## src/rtl/mole_pkg.sv

```systemverilog
// Shared definitions for the whack-a-mole blocks: game state encoding and LFSR constants.
package mole_pkg;

    typedef enum logic [2:0] {
        S_IDLE,
        S_ARM,
        S_SHOW,
        S_RELEASE,
        S_OVER
    } mole_state_t;

    localparam int unsigned LFSR_W = 16;
    localparam logic [LFSR_W-1:0] LFSR_SEED_DEFAULT = 16'hACE1;
    // Right-shifting Fibonacci form of x^16+x^14+x^13+x^11: feedback from bits 0, 2, 3 and 5.
    localparam logic [LFSR_W-1:0] LFSR_TAPS = 16'h002D;

endpackage

```

## src/rtl/mole_pattern_pick.sv

```systemverilog
// Free-running LFSR plus a picker that turns its state into a pattern with exactly num_lit bits set.
module mole_pattern_pick
    import mole_pkg::*;
#(
    parameter int unsigned N_MOLES = 7
) (
    input  logic               clk,
    input  logic               rst_n,
    input  logic               load,
    input  logic [15:0]        seed,
    input  logic [4:0]         num_lit,
    output logic [N_MOLES-1:0] pattern
);

    logic [LFSR_W-1:0]  lfsr;
    logic [N_MOLES-1:0] pick;
    logic [4:0]         cnt;

    always_ff @(posedge clk) begin
        if (!rst_n) begin
            lfsr <= LFSR_SEED_DEFAULT;
        end else if (load) begin
            lfsr <= (seed == '0) ? LFSR_SEED_DEFAULT : seed;
        end else begin
            lfsr <= {^(lfsr & LFSR_TAPS), lfsr[LFSR_W-1:1]};
        end
    end

    // LFSR one-bits win from the lowest index up; any shortfall is filled from the lowest clear bits.
    always_comb begin
        pick = '0;
        cnt  = '0;
        for (int i = 0; i < int'(N_MOLES); i++) begin
            if (lfsr[i] && (cnt < num_lit)) begin
                pick[i] = 1'b1;
                cnt     = cnt + 5'd1;
            end
        end
        for (int i = 0; i < int'(N_MOLES); i++) begin
            if (!pick[i] && (cnt < num_lit)) begin
                pick[i] = 1'b1;
                cnt     = cnt + 5'd1;
            end
        end
    end

    assign pattern = pick;

endmodule

```

## src/rtl/mole_round_engine.sv

```systemverilog
// Whack-a-mole game core: rounds, press detection with lockout, lives, saturating score and level.
module mole_round_engine
    import mole_pkg::*;
#(
    parameter int unsigned N_MOLES         = 7,
    parameter int unsigned SCORE_W         = 8,
    parameter int unsigned TIMER_W         = 16,
    parameter int unsigned GAME_TICKS      = 60000,
    parameter int unsigned ROUND_TICKS     = 5000,
    parameter int unsigned ROUND_STEP      = 1000,
    parameter int unsigned MIN_ROUND_TICKS = 1000,
    parameter int unsigned LEVEL_STEP      = 5,
    parameter int unsigned MAX_LEVEL       = 3,
    parameter int unsigned LIVES           = 3
) (
    input  logic               clk,
    input  logic               rst_n,
    input  logic               tick,
    input  logic               start,
    input  logic [N_MOLES-1:0] btn,
    input  logic [15:0]        seed,
    output logic [N_MOLES-1:0] mole_out,
    output logic [SCORE_W-1:0] score,
    output logic [2:0]         level,
    output logic [2:0]         lives,
    output logic               hit_pulse,
    output logic               miss_pulse,
    output logic               game_over
);

    mole_state_t        state, state_next;
    logic [TIMER_W-1:0] game_timer, game_timer_next;
    logic [TIMER_W-1:0] round_timer, round_timer_next;
    logic [N_MOLES-1:0] pattern_q, pattern_next;
    logic [N_MOLES-1:0] hit_mask, hit_mask_next;
    logic [N_MOLES-1:0] lockout, lockout_next;
    logic [N_MOLES-1:0] btn_q, press, pick;
    logic [SCORE_W-1:0] score_next;
    logic [2:0]         level_next, lives_next, lives_dec;
    logic               hit_next, miss_next, load_seed, in_game;
    logic [4:0]         num_lit;

    function automatic logic [2:0] level_of(input logic [SCORE_W-1:0] s);
        int unsigned q;
        q = 32'(s) / LEVEL_STEP;
        if (q > MAX_LEVEL) q = MAX_LEVEL;
        return 3'(q);
    endfunction

    // Round length shrinks per level but never below the floor, and never wraps.
    function automatic logic [TIMER_W-1:0] round_len(input logic [2:0] lvl);
        int unsigned cut, len;
        cut = 32'(lvl) * ROUND_STEP;
        len = (cut >= ROUND_TICKS) ? MIN_ROUND_TICKS : (ROUND_TICKS - cut);
        if (len < MIN_ROUND_TICKS) len = MIN_ROUND_TICKS;
        return TIMER_W'(len);
    endfunction

    assign num_lit   = ((32'(level) + 1) > N_MOLES) ? 5'(N_MOLES) : (5'(level) + 5'd1);
    assign press     = btn & ~btn_q & ~lockout;
    assign lives_dec = (lives == 3'd0) ? 3'd0 : (lives - 3'd1);

    mole_pattern_pick #(
        .N_MOLES (N_MOLES)
    ) u_pick (
        .clk     (clk),
        .rst_n   (rst_n),
        .load    (load_seed),
        .seed    (seed),
        .num_lit (num_lit),
        .pattern (pick)
    );

    always_ff @(posedge clk) begin
        if (!rst_n) begin
            state       <= S_IDLE;
            game_timer  <= '0;
            round_timer <= '0;
            pattern_q   <= '0;
            hit_mask    <= '0;
            lockout     <= '0;
            btn_q       <= '0;
            score       <= '0;
            level       <= '0;
            lives       <= '0;
            hit_pulse   <= 1'b0;
            miss_pulse  <= 1'b0;
        end else begin
            state       <= state_next;
            game_timer  <= game_timer_next;
            round_timer <= round_timer_next;
            pattern_q   <= pattern_next;
            hit_mask    <= hit_mask_next;
            lockout     <= lockout_next;
            btn_q       <= btn;
            score       <= score_next;
            level       <= level_next;
            lives       <= lives_next;
            hit_pulse   <= hit_next;
            miss_pulse  <= miss_next;
        end
    end

    always_comb begin
        state_next       = state;
        game_timer_next  = game_timer;
        round_timer_next = round_timer;
        pattern_next     = pattern_q;
        hit_mask_next    = hit_mask;
        lockout_next     = lockout;
        score_next       = score;
        lives_next       = lives;
        hit_next         = 1'b0;
        miss_next        = 1'b0;
        load_seed        = 1'b0;
        in_game          = (state == S_ARM) || (state == S_SHOW) || (state == S_RELEASE);

        if (in_game && tick && (game_timer != '0)) begin
            game_timer_next = game_timer - TIMER_W'(1);
        end

        case (state)
            S_IDLE, S_OVER: begin
                if (start) begin
                    load_seed       = 1'b1;
                    game_timer_next = TIMER_W'(GAME_TICKS);
                    lives_next      = 3'(LIVES);
                    score_next      = '0;
                    state_next      = S_ARM;
                end
            end
            S_ARM: begin
                pattern_next     = pick;
                round_timer_next = round_len(level);
                hit_mask_next    = '0;
                lockout_next     = '0;
                state_next       = S_SHOW;
            end
            S_SHOW: begin
                if (tick && (round_timer != '0)) begin
                    round_timer_next = round_timer - TIMER_W'(1);
                end
                hit_mask_next = hit_mask | (press & pattern_q);
                // Wrong presses outrank completion so a sloppy multi-press cannot score.
                if ((press & ~pattern_q) != '0) begin
                    lives_next   = lives_dec;
                    miss_next    = 1'b1;
                    lockout_next = lockout | (press & ~pattern_q);
                end else if (((hit_mask | press) & pattern_q) == pattern_q) begin
                    score_next = (&score) ? score : (score + SCORE_W'(1));
                    hit_next   = 1'b1;
                    state_next = S_RELEASE;
                end else if (round_timer == '0) begin
                    lives_next = lives_dec;
                    miss_next  = 1'b1;
                    state_next = S_RELEASE;
                end
            end
            S_RELEASE: begin
                if (btn == '0) state_next = S_ARM;
            end
            default: state_next = S_IDLE;
        endcase

        level_next = level_of(score_next);

        if (in_game && ((game_timer_next == '0) || (lives_next == 3'd0))) begin
            state_next = S_OVER;
        end
    end

    assign mole_out  = (state == S_SHOW) ? pattern_q : '0;
    assign game_over = (state == S_OVER);

endmodule
```

## config.mk

```make
export PLATFORM = sky130hd
export DESIGN_NAME = mole_round_engine
export DESIGN_NICKNAME = d
export VERILOG_FILES = /design/src/rtl/mole_pkg.sv /design/src/rtl/mole_pattern_pick.sv /design/src/rtl/mole_round_engine.sv
export SDC_FILE = /design/constraint.sdc
export NUM_CORES = 1
export LEC_CHECK = 0
export BUFFER_PORTS_ARGS = -buffer_cell sky130_fd_sc_hd__buf_2
export CAP_MARGIN = 20
export CORE_MARGIN = 1.5
export CORE_UTILIZATION = 63
export DETAILED_ROUTE_END_ITERATION = 8
export PLACE_DENSITY = 0.82
export SLEW_MARGIN = 40
export SYNTH_ARGS = -nofsm -noshare
export SYNTH_HDL_FRONTEND = slang
export SYNTH_SLANG_ARGS = --single-unit
export TNS_END_PERCENT = 10
```

## constraint.sdc

```tcl
create_clock -name clk -period 24.4 [get_ports clk]
set_clock_uncertainty 0.1 [all_clocks]
set_input_delay 0 -clock clk [delete_from_list [all_inputs] [get_ports clk]]
set_output_delay 0 -clock clk [all_outputs]
set_load 0.005 [all_outputs]
```

# [Word-level counts from Yosys, hierarchy flattened]
# Cells that the tools add are included.
[op_classes] addsub=19 mul=1 div=1 n_lt_le_gt_ge=18 n_eq_ne=15 mux=66 n_bitwise=13 n_reduce_logical=50
[op_table] operator="16-bit two-way mux" n=7
[op_table] operator="5-bit by 4-bit less-than comparator with 1-bit output" n=12
[op_table] operator="5-bit two-way mux" n=12
[op_table] operator="5-bit by 1-bit adder with 5-bit output (second input constant)" n=11
[op_table] operator="16-bit logical NOT" n=3
[op_table] operator="7-bit bitwise AND" n=5
[op_table] operator="3-bit two-way mux" n=11
[op_table] operator="8-bit by 3-bit divider with 32-bit output (second input constant)" n=1
[op_table] operator="32-bit by 2-bit > comparator with 1-bit output (second input constant)" n=1
[op_table] operator="32-bit by 10-bit less-than comparator with 1-bit output (second input constant)" n=1
[op_table] operator="32-bit two-way mux" n=1
[op_table] operator="8-bit two-way mux" n=4
[op_table] operator="16-bit case mux with 2 select lines" n=1
[op_table] operator="16-bit nonzero test" n=2
[op_table] operator="16-bit by 1-bit subtractor with 16-bit output (second input constant)" n=2
[op_table] operator="7-bit case mux with 2 select lines" n=2
[op_table] operator="1-bit two-way mux" n=21
[op_table] operator="7-bit inverter" n=3
[op_table] operator="7-bit bitwise OR" n=3
[op_table] operator="1-bit logical AND" n=18
[op_table] operator="8-bit case mux with 2 select lines" n=1
[op_table] operator="16-bit XOR reduction" n=1
[op_table] operator="7-bit two-way mux" n=2
[op_table] operator="13-bit by 13-bit subtractor with 14-bit output (first input constant)" n=1
[op_table] operator="34 further kinds" n=57
[totals] reg_bits=95 input_bits=27 output_inout_bits=24

# [Depth between registers and ports, before layout]
# Gate-level depths: netlist of run 1.
[logic_depth] ltp_word=45 depth_mapped=92 ltp_nobuf=91

# [Modules after synthesis]
# A second synthesis of run 1 with hierarchy kept.
[unflattened] hier_cells=1095 area_unflattened_um2=8813.5
[by_module_without_submodules] module="mole_round_engine" instances=1 cells_per_inst=671 area_each_um2=5308.8
[by_module_without_submodules] module="mole_pattern_pick" instances=1 cells_per_inst=424 area_each_um2=3504.6

# [Worst setup path after synthesis of run 1]
# OpenSTA, ideal clock, no wires.
[synth_path] path_type="register to register" start="register level[0]" end="register pattern_q[6]" setup_ps=96 arrival_ps=19308 t_required_ps=24204 path_slack_ps=4897 stages_incl_launch_ff=83 path_buffers=1 cell_sequence="dfxtp_1 -> ha_1 -> xnor2_2 -> nand2_1 -> o31ai_1 -> ha_1 -> clkbuf_1 -> o21ai_0 -> nand2_1 -> a41o_1 -> mux2i_1 -> ha_1 -> nor2b_1 -> o21ai_0 -> nand2_1 -> a21boi_2 -> nand2_1 -> xnor2_1 -> [47 not listed] -> o21a_1 -> o21a_1 -> a21oi_1 -> nand3_1 -> mux2_2 -> ha_1 -> a21o_1 -> a21o_1 -> a21oi_1 -> nand2_1 -> a41o_1 -> nor2_1 -> mux2_2 -> ha_1 -> a21oi_1 -> nor2b_1 -> or4_1 -> o41ai_2"
[synth_between] elab_chain_cells=45
[synth_lines] item="from (decl)" line_no="mole_round_engine.sv:24" text="output logic [2:0] level,"
[synth_lines] item="from (signal assigned)" line_no="mole_round_engine.sv:97" text="level <= level_next;"
[synth_lines] item="3-bit by 1-bit adder with 4-bit output" line_no="mole_round_engine.sv:59" text="assign num_lit = ((32'(level) + 1) > N_MOLES) ? 5'(N_MOLES) : (5'(level) + 5'd1);"
[synth_lines] item="4-bit by 3-bit > comparator with 1-bit output" line_no="mole_round_engine.sv:59"
[synth_lines] item="4-bit two-way mux (*)" line_no="mole_round_engine.sv:59"
[synth_lines] item="1-bit by 4-bit less-than comparator with 1-bit output" line_no="mole_pattern_pick.sv:34" text="if (lfsr[i] && (cnt < num_lit)) begin"
[synth_lines] item="1-bit logical AND" line_no="mole_pattern_pick.sv:34"
[synth_lines] item="1-bit two-way mux" line_no="mole_pattern_pick.sv:34"
[synth_lines] item="1-bit by 4-bit less-than comparator with 1-bit output" line_no="mole_pattern_pick.sv:34"
[synth_lines] item="1-bit logical AND" line_no="mole_pattern_pick.sv:34"
[synth_lines] item="[29 not listed]"
[synth_lines] item="1-bit logical AND" line_no="mole_pattern_pick.sv:40" text="if (!pick[i] && (cnt < num_lit)) begin"
[synth_lines] item="5-bit two-way mux" line_no="mole_pattern_pick.sv:40"
[synth_lines] item="5-bit by 4-bit less-than comparator with 1-bit output" line_no="mole_pattern_pick.sv:40"
[synth_lines] item="1-bit logical AND" line_no="mole_pattern_pick.sv:40"
[synth_lines] item="5-bit two-way mux" line_no="mole_pattern_pick.sv:40"
[synth_lines] item="5-bit by 4-bit less-than comparator with 1-bit output" line_no="mole_pattern_pick.sv:40"
[synth_lines] item="1-bit logical AND" line_no="mole_pattern_pick.sv:40"
[synth_lines] item="1-bit two-way mux (*)" line_no="mole_pattern_pick.sv:40"
[synth_lines] item="to (signal assigned)" line_no="mole_round_engine.sv:92" text="pattern_q <= pattern_next;"
[synth_lines] item="to (decl)" line_no="mole_round_engine.sv:34" text="logic [N_MOLES-1:0] pattern_q, pattern_next;"
# Every way passes the cells marked *; elsewhere a longest branch is shown, timed or not.
# A chain may end at the register's enable or synchronous reset.

# [Worst setup path in the final report of run 1]
# Ends and elaborated chain as after synthesis.

==> results of run 1 <==
per-stage QoR:
step | hold WS [ns] | util (%) | instance area [um^2]
6_report | 0.0811 | 72.2 | 9630
5_1_grt | 0.107 | 72.2 | 9630
4_1_cts | 0.0649 | 72.0 | 9610
3_5_place_dp | 0.128 | 68.1 | 9090
3_3_place_gp | 0.125 | 68.0 | 9080
2_1_floorplan | 0.00862 | - | 8700
critical path, delay by kind of cell, from the launching register on:
| family | cells | cell delay [ns] |
|---|---|---|
| AO/OA/AOI/OAI | 30 | 8.13 |
| XOR/XNOR | 4 | 1.18 |
| adder cells (fa/ha/maj) | 13 | 3.80 |
| buffers and inverters | 1 | 0.29 |
| flip-flops | 1 | 0.70 |
| multiplexers | 7 | 2.48 |
| AND/OR/NAND/NOR | 26 | 5.83 |
kinds of logic (layout without fill, tap and decap cells):
kind of cell | after synthesis | count (layout) | synth area share [%]
and+or+nand+nor | 465 | 465 | 28.7
buffers and inverters | 85 | 147 | 3.73
xor gates and xnor gates | 56 | 56 | 6.26
adders and majority gates | 71 | 71 | 10.6
muxes | 20 | 20 | 2.64
AOI/OAI and AO/OA | 327 | 327 | 26.0
other | 2 | 12 | 0.0867
DFF | 95 | 95 | 22.0
cells in the mapped netlist, types with 7 or more instances:
| cell | instances | area, um^2 |
|---|---|---|
| nand3_1 | 26 | 130 |
| a21o_1 | 10 | 75.1 |
| mux2i_1 | 8 | 80.1 |
| xor2_1 | 20 | 175 |
| o21a_1 | 10 | 75.1 |
| nand2_1 | 100 | 375 |
| nor3b_1 | 12 | 90.1 |
| and3_1 | 16 | 100 |
| dfxtp_1 | 95 | 1900 |
| o211ai_1 | 13 | 97.6 |
| a21oi_1 | 91 | 455 |
| nor2_1 | 96 | 360 |
| and2_1 | 31 | 194 |
| nor2b_1 | 13 | 81.3 |
| clkbuf_1 | 30 | 113 |
| nor4_1 | 23 | 144 |
| a211oi_1 | 14 | 105 |
| ha_1 | 66 | 826 |
| or3_1 | 15 | 93.8 |
| o22a_1 | 8 | 70.1 |
| o22ai_1 | 7 | 43.8 |
| nor3_1 | 39 | 195 |
| o21ai_0 | 61 | 305 |
| mux2_2 | 8 | 90.1 |
| xnor2_1 | 31 | 272 |
| or2_2 | 7 | 43.8 |
| a32o_1 | 8 | 80.1 |
| a31oi_1 | 20 | 125 |
| nand4_1 | 17 | 106 |
| nand2b_1 | 25 | 156 |
| a41o_1 | 8 | 80.1 |
| inv_1 | 50 | 188 |
what timing repair did:
action                                  in CTS  in global routing
hold buffers                                24                  0
endpoints found under the setup margin       0                  0
endpoints found under the hold margin       25                  0
gates resized for setup                      0                  0
state kept, by name (all words and copies together) (netlist names):
register	flops
level	3
u_pick.lfsr	16
lives	3
state	3
hit_pulse	1
lockout	7
hit_mask	7
game_timer	16
pattern_q	7
score	8
round_timer	16
miss_pulse	1
btn_q	7
cell type report:
cell class              instances  area share, %
clock inverters                 3          0.182
inverters                      52           2.03
multi-input cells             951           67.5
clock buffers                  12           2.77
repair buffers                 80           5.53
flip-flops and latches         95           19.7
well taps                     176           2.29
how the worst min path moves through the flow:
stage          startpoint                          to  slack [ns]  depth (start not counted)
2_1_floorplan     seed[1]   u_pick.lfsr[1]$_SDFF_PN0_       0.009                          2
3_3_place_gp      seed[5]   u_pick.lfsr[5]$_SDFF_PN1_        0.13                          2
3_5_place_dp     seed[11]  u_pick.lfsr[11]$_SDFF_PN1_        0.13                          2
4_1_cts             rst_n   pattern_q[3]$_SDFFE_PN0P_        0.06                          3
5_1_grt             rst_n         score[5]$_SDFF_PN0_        0.11                          2
6_report            rst_n   pattern_q[3]$_SDFFE_PN0P_        0.08                          3
cells in the final DEF, fill, tap and decap left out, types with 7 or more instances in the layout:
master,synthesis,layout
a211oi_1,14,14
a21o_1,10,10
a21oi_1,91,91
a31oi_1,20,19
a32o_1,8,8
a41o_1,8,8
and2_1,31,31
and3_1,16,16
buf_2,3,50
clkbuf_16,0,9
conb_1,2,12
dfxtp_1,95,95
dlygate4sd3_1,0,24
ha_1,66,66
inv_1,50,50
mux2_2,8,8
mux2i_1,8,8
nand2_1,100,100
nand2b_1,25,25
nand3_1,26,26
nand4_1,17,17
nor2_1,96,95
nor2b_1,13,13
nor3_1,39,37
nor3b_1,12,12
nor4_1,23,22
o211ai_1,13,13
o21a_1,10,10
o21ai_0,61,61
o22a_1,8,8
o22ai_1,7,7
or2_2,7,7
or3_1,15,15
xnor2_1,31,31
xor2_1,20,20
routing by layer:
metal	wire length, um	vias to the layer above	global-route usage (%)
li1	-	4307	-
met2	10500	345	52.1
met3	1610	20	4.10
met4	176	0	5.51
met5	0	-	0
met1	10700	4115	45.7
==> flow_summary.yaml, run 1 <==
outcome:
  status: "finished clean"
floorplanning:
  core-area_um2: 13300
  die_x_um: 120
  die_height_um: 120
  ios: 51
  core.rowCount: 42
  dieArea_um2: 14500
  initial_core_util_pct: 64.9
sta:
  rsz0062_at_grt: "no"
  fin_crit_sh_pct: 92.7
  worstMarginPinSlew_ns: 0.799
  fin_tns_setup_ns: 0
  hold_viol: 0
  slew_headroom_pct: 46.3
  drv_slew: 0
  finalCriticalPeriod_ns: 22.62
  max_freq_ghz: 0.0442
  worst_slack_ns: 1.78
  setup_viol_count_final: 0
clocking:
  ctsRootBufferMaster: "clkbuf_16"
  insertion_delay_ns: 0.34
  cts_setup_buffers: 0
  htreeDepth: 3
  numCtsBuffers: 9
  clk_pin_slew_ns: 0.06
  cts_buffer_depth: 2
  cts.sinks: 95
  tritoncts: "yes"
finish:
  multi_input_area_um2: 6500
  regArea_um2: 1900
  insertedDiodeCount: 0
  final_nets: 1286
  layout.cells.non_filler: 1369
  drive_above_1_share_pct: 10.6
  syn2layout_area_growth_pct: 11.2
  fill_cells: 1060
placement:
  dp_hpwl_um: 16900
  io_buffer_count: 50
  gp_congestion: 0.941
  place_inst: 1329
  place_ws_ns: 2.26
synth:
  ys_seq_elements: 95
  synthFlopType: "dfxtp_1"
  syn_inst: 1121
  avgSynthCellArea_um2: 7.72
  synth.distinct_cells: 98
  async_flop_share_pct: 0
  yosysSeqAreaShare_pct: 22.0
  synth_edf_count: 0
  netlist_area_um2: 8660
  ys.warnings.count: 0
routing:
  via_count: 8787
  wire_per_inst_um: 16.8
  drt_pass1_iterations: 5
  initialDrtViolationCount: 711
  drt_wl_total_um: 23100
  via_per_inst: 6.42
  ant_nets: 0
  drc: 0
worst_hold_path:
  worstHoldPathType: "primary input to flip-flop"
worst_setup_path:
  path_max_fanout: 16
  slowest_stage: "dfxtp_1"
  critPathMaxStageDelay_ns: 0.70
  reg2reg_depth: 81
  crit_type: "flip-flop to flip-flop"
  setup.worst_path.end_class: "flip-flop"
  r2r_start: "level[0]$_SDFF_PN0_"
  cp-start-kind: "flip-flop"
  r2r_end: "pattern_q[6]$_SDFFE_PN0P_"
  cp_data_required_time_ns: 24.55
  cp-endpoint: "pattern_q[6]$_SDFFE_PN0P_"
  critPathLaunch: "level[0]$_SDFF_PN0_"
  cp.arrival_ns: 22.77
  crit_top_cell: "ha_1"
  ff2ff_setup_slack_ns: 1.78
run:
  maxCapViolCount: 0
global_route:
  grt_max_degree: 35
  grt_usage_pct: 31.9
  grt_pass1_vias: 7887
  antenna_found_initial: 0
  grt_pass1_wl_um: 38200
  grt-ovfl-total: 0
Power of run 1 is not shown: default switching activity piles up to over one toggle a cycle in this logic, so the estimate is an artifact.
==> run 2, diff against run 1 <==
--- a/config.mk
+++ b/config.mk
@@ -5,6 +5,7 @@
 export SDC_FILE = /design/constraint.sdc
 export NUM_CORES = 1
 export LEC_CHECK = 0
+export ABC_AREA = 1
 export BUFFER_PORTS_ARGS = -buffer_cell sky130_fd_sc_hd__buf_2
 export CAP_MARGIN = 20
 export CORE_MARGIN = 1.5
==> constraint.sdc (replaced) <==
create_clock -name clk -period 24.4 [get_ports clk]
set_clock_uncertainty 0.1 [all_clocks]
set_input_delay 0 -clock clk [delete_from_list [all_inputs] [get_ports clk]]
set_output_delay 0 -clock clk [all_outputs]
set_load 0.02 [all_outputs]
==> flow_summary.yaml, run 2 <==
finish:
  syn2layout_area_growth_pct: 11.7
  layout_common_cells: "nand2_1 (237), inv_1 (221), nor2_1 (139)"
  fill_cells: 1111
  final_nets: 1484
  layout.cells.non_filler: 1568
  insertedDiodeCount: 0
  final_common_cell: "nand2_1"
  drive_above_1_share_pct: 14.9
  top_regs: "game_timer: 16 flops, round_timer: 16 flops, u_pick.lfsr: 16 flops"
synth:
  avgSynthCellArea_um2: 6.58
  synth.most_common_cell: "nand2_1"
  ys.warnings.count: 0
  syn_inst: 1307
  ys_seq_elements: 95
  synth_common_cells: "nand2_1 (237), inv_1 (221), nor2_1 (139), dfxtp_1 (95), nand3_1 (77)"
  async_flop_share_pct: 0
  synth.top_cell.area_share_pct: 22.1
  netlist_area_um2: 8600
  synthFlopType: "dfxtp_1"
  synth.distinct_cells: 63
  synth.top_cells.by_area: "dfxtp_1 (22%), nand2_1 (10%), inv_1 (9.6%)"
  synth_edf_count: 0
  yosysSeqAreaShare_pct: 22.1
  yosys.area.top_type: "dfxtp_1"
worst_setup_path:
  cp.arrival_ns: 15.75
  path_max_fanout: 14
  cp_data_required_time_ns: 24.60
  r2r_start: "level[0]$_SDFF_PN0_"
  critical-path-top-delay-family: "simple AND/OR/NAND/NOR gates"
  slowest_stage: "dfxtp_1"
  critPathLaunch: "level[0]$_SDFF_PN0_"
  cp-start-kind: "flip-flop"
  crit_top_cell: "inv_1"
  crit_type: "flip-flop to flip-flop"
  critPathBufInv: 20
  setup.worst_path.end_class: "flip-flop"
  critPathMaxStageDelay_ns: 0.53
global_route:
  grt_max_degree: 39
  grt_pass1_wl_um: 35700
  grt_usage_pct: 29.9
  antenna_found_initial: 0
  grt-ovfl-total: 0
  grt_pass1_vias: 8194
placement:
  io_buffer_count: 50
  dp_hpwl_um: 15500
  place_ws_ns: 8.91
  gp_congestion: 0.930
  place_inst: 1528
floorplanning:
  core-area_um2: 13300
  die_x_um: 120
  initial_core_util_pct: 64.7
  ios: 51
  die_height_um: 120
  dieArea_um2: 14400
  core.rowCount: 42
worst_hold_path:
  worstHoldPathType: "primary input to flip-flop"
  worstHoldStart: "rst_n"
sta:
  drv_slew: 0
  worstMarginPinSlew_ns: 0.720
  fin_tns_setup_ns: 0
  setup_viol_count_final: 0
  hold_viol: 0
  rsz0062_at_grt: "no"
  finalCriticalPeriod_ns: 15.55
  max_freq_ghz: 0.0643
  slew_headroom_pct: 52.0
  fin_hold_ws_ns: 0.104
  worst_slack_ns: 8.85
  fin_crit_sh_pct: 63.7
routing:
  via_count: 8600
  wire_per_inst_um: 13.4
  initialDrtViolationCount: 510
  drt_pass1_iterations: 5
  via_per_inst: 5.48
  drc: 0
  ant_nets: 0
  drt_wl_total_um: 21100
clocking:
  numCtsBuffers: 9
  cts_buffer_depth: 2
  tritoncts: "yes"
  htreeDepth: 3
  clk_pin_slew_ns: 0.08
  insertion_delay_ns: 0.36
  ctsRootBufferMaster: "clkbuf_16"
  cts.sinks: 95
  ctsResizeCount: 0
run:
  maxCapViolCount: 0
outcome:
  status: "finished clean"
-- run 2: kinds of logic after synthesis --
group | share of synthesized area (%)
and+or+nand+nor | 37.6
adders and majority gates | 10.5
DFF | 22.1
other | 0.0873
AOI/OAI and AO/OA | 15.2
xor gates and xnor gates | 2.85
buffers and inverters | 11.6
-- run 2: what timing repair did --
| item | 4_1_cts | 5_1_grt |
|---|---|---|
| hold buffers | 24 | 0 |
| endpoints found under the hold margin | 25 | 0 |
| setup buffers | 0 | 0 |
-- run 2: per-layer routing --
metal	global-route usage [%]	vias up	share of wire [%]
li1	-	4409	-
met1	36.5	3942	45
met2	53.3	196	48
met5	0	-	0
met4	14.1	0	3.5
met3	2.33	53	3.5
-- run 2: cell type report --
type	instances	area, um^2	area share (%)
Clock buffer	9	225	2.34
Clock inverter	7	62.6	0.651
Inverter	243	912	9.49
Multi-Input combinational cell	959	5760	59.9
Sequential cell	95	1900	19.8
Tap cell	176	220	2.29
Timing Repair Buffer	79	528	5.50
-- run 2: worst register-to-register path: cells and delay by family, from the launching register on --
kind / cells / cell delay (ns)
simple gates: 40 / 5.72
compound gates: 22 / 3.67
flops: 1 / 0.53
fa+ha+maj: 13 / 3.48
buf+inv: 20 / 1.85
xor+xnor: 1 / 0.15
-- run 2: final timing paths --
kind,cells past startpoint,to,slack (ns)
min reg2reg,2,u_pick.lfsr[12]$_SDFF_PN0_,0.35
max,96,pattern_q[6]$_SDFFE_PN0P_,8.85
min,3,btn_q[5]$_SDFF_PN0_,0.10
max reg2reg,96,pattern_q[6]$_SDFFE_PN0P_,8.85
-- run 2: metrics by stage --
step	utilization (%)	area (um^2)
final	72.3	9610
after detailed placement	68.3	9080
after floorplan	-	8640
after global placement	68.2	9070
after CTS	72.3	9610
after global routing	72.3	9610
Power of run 2 is left out for the same reason.
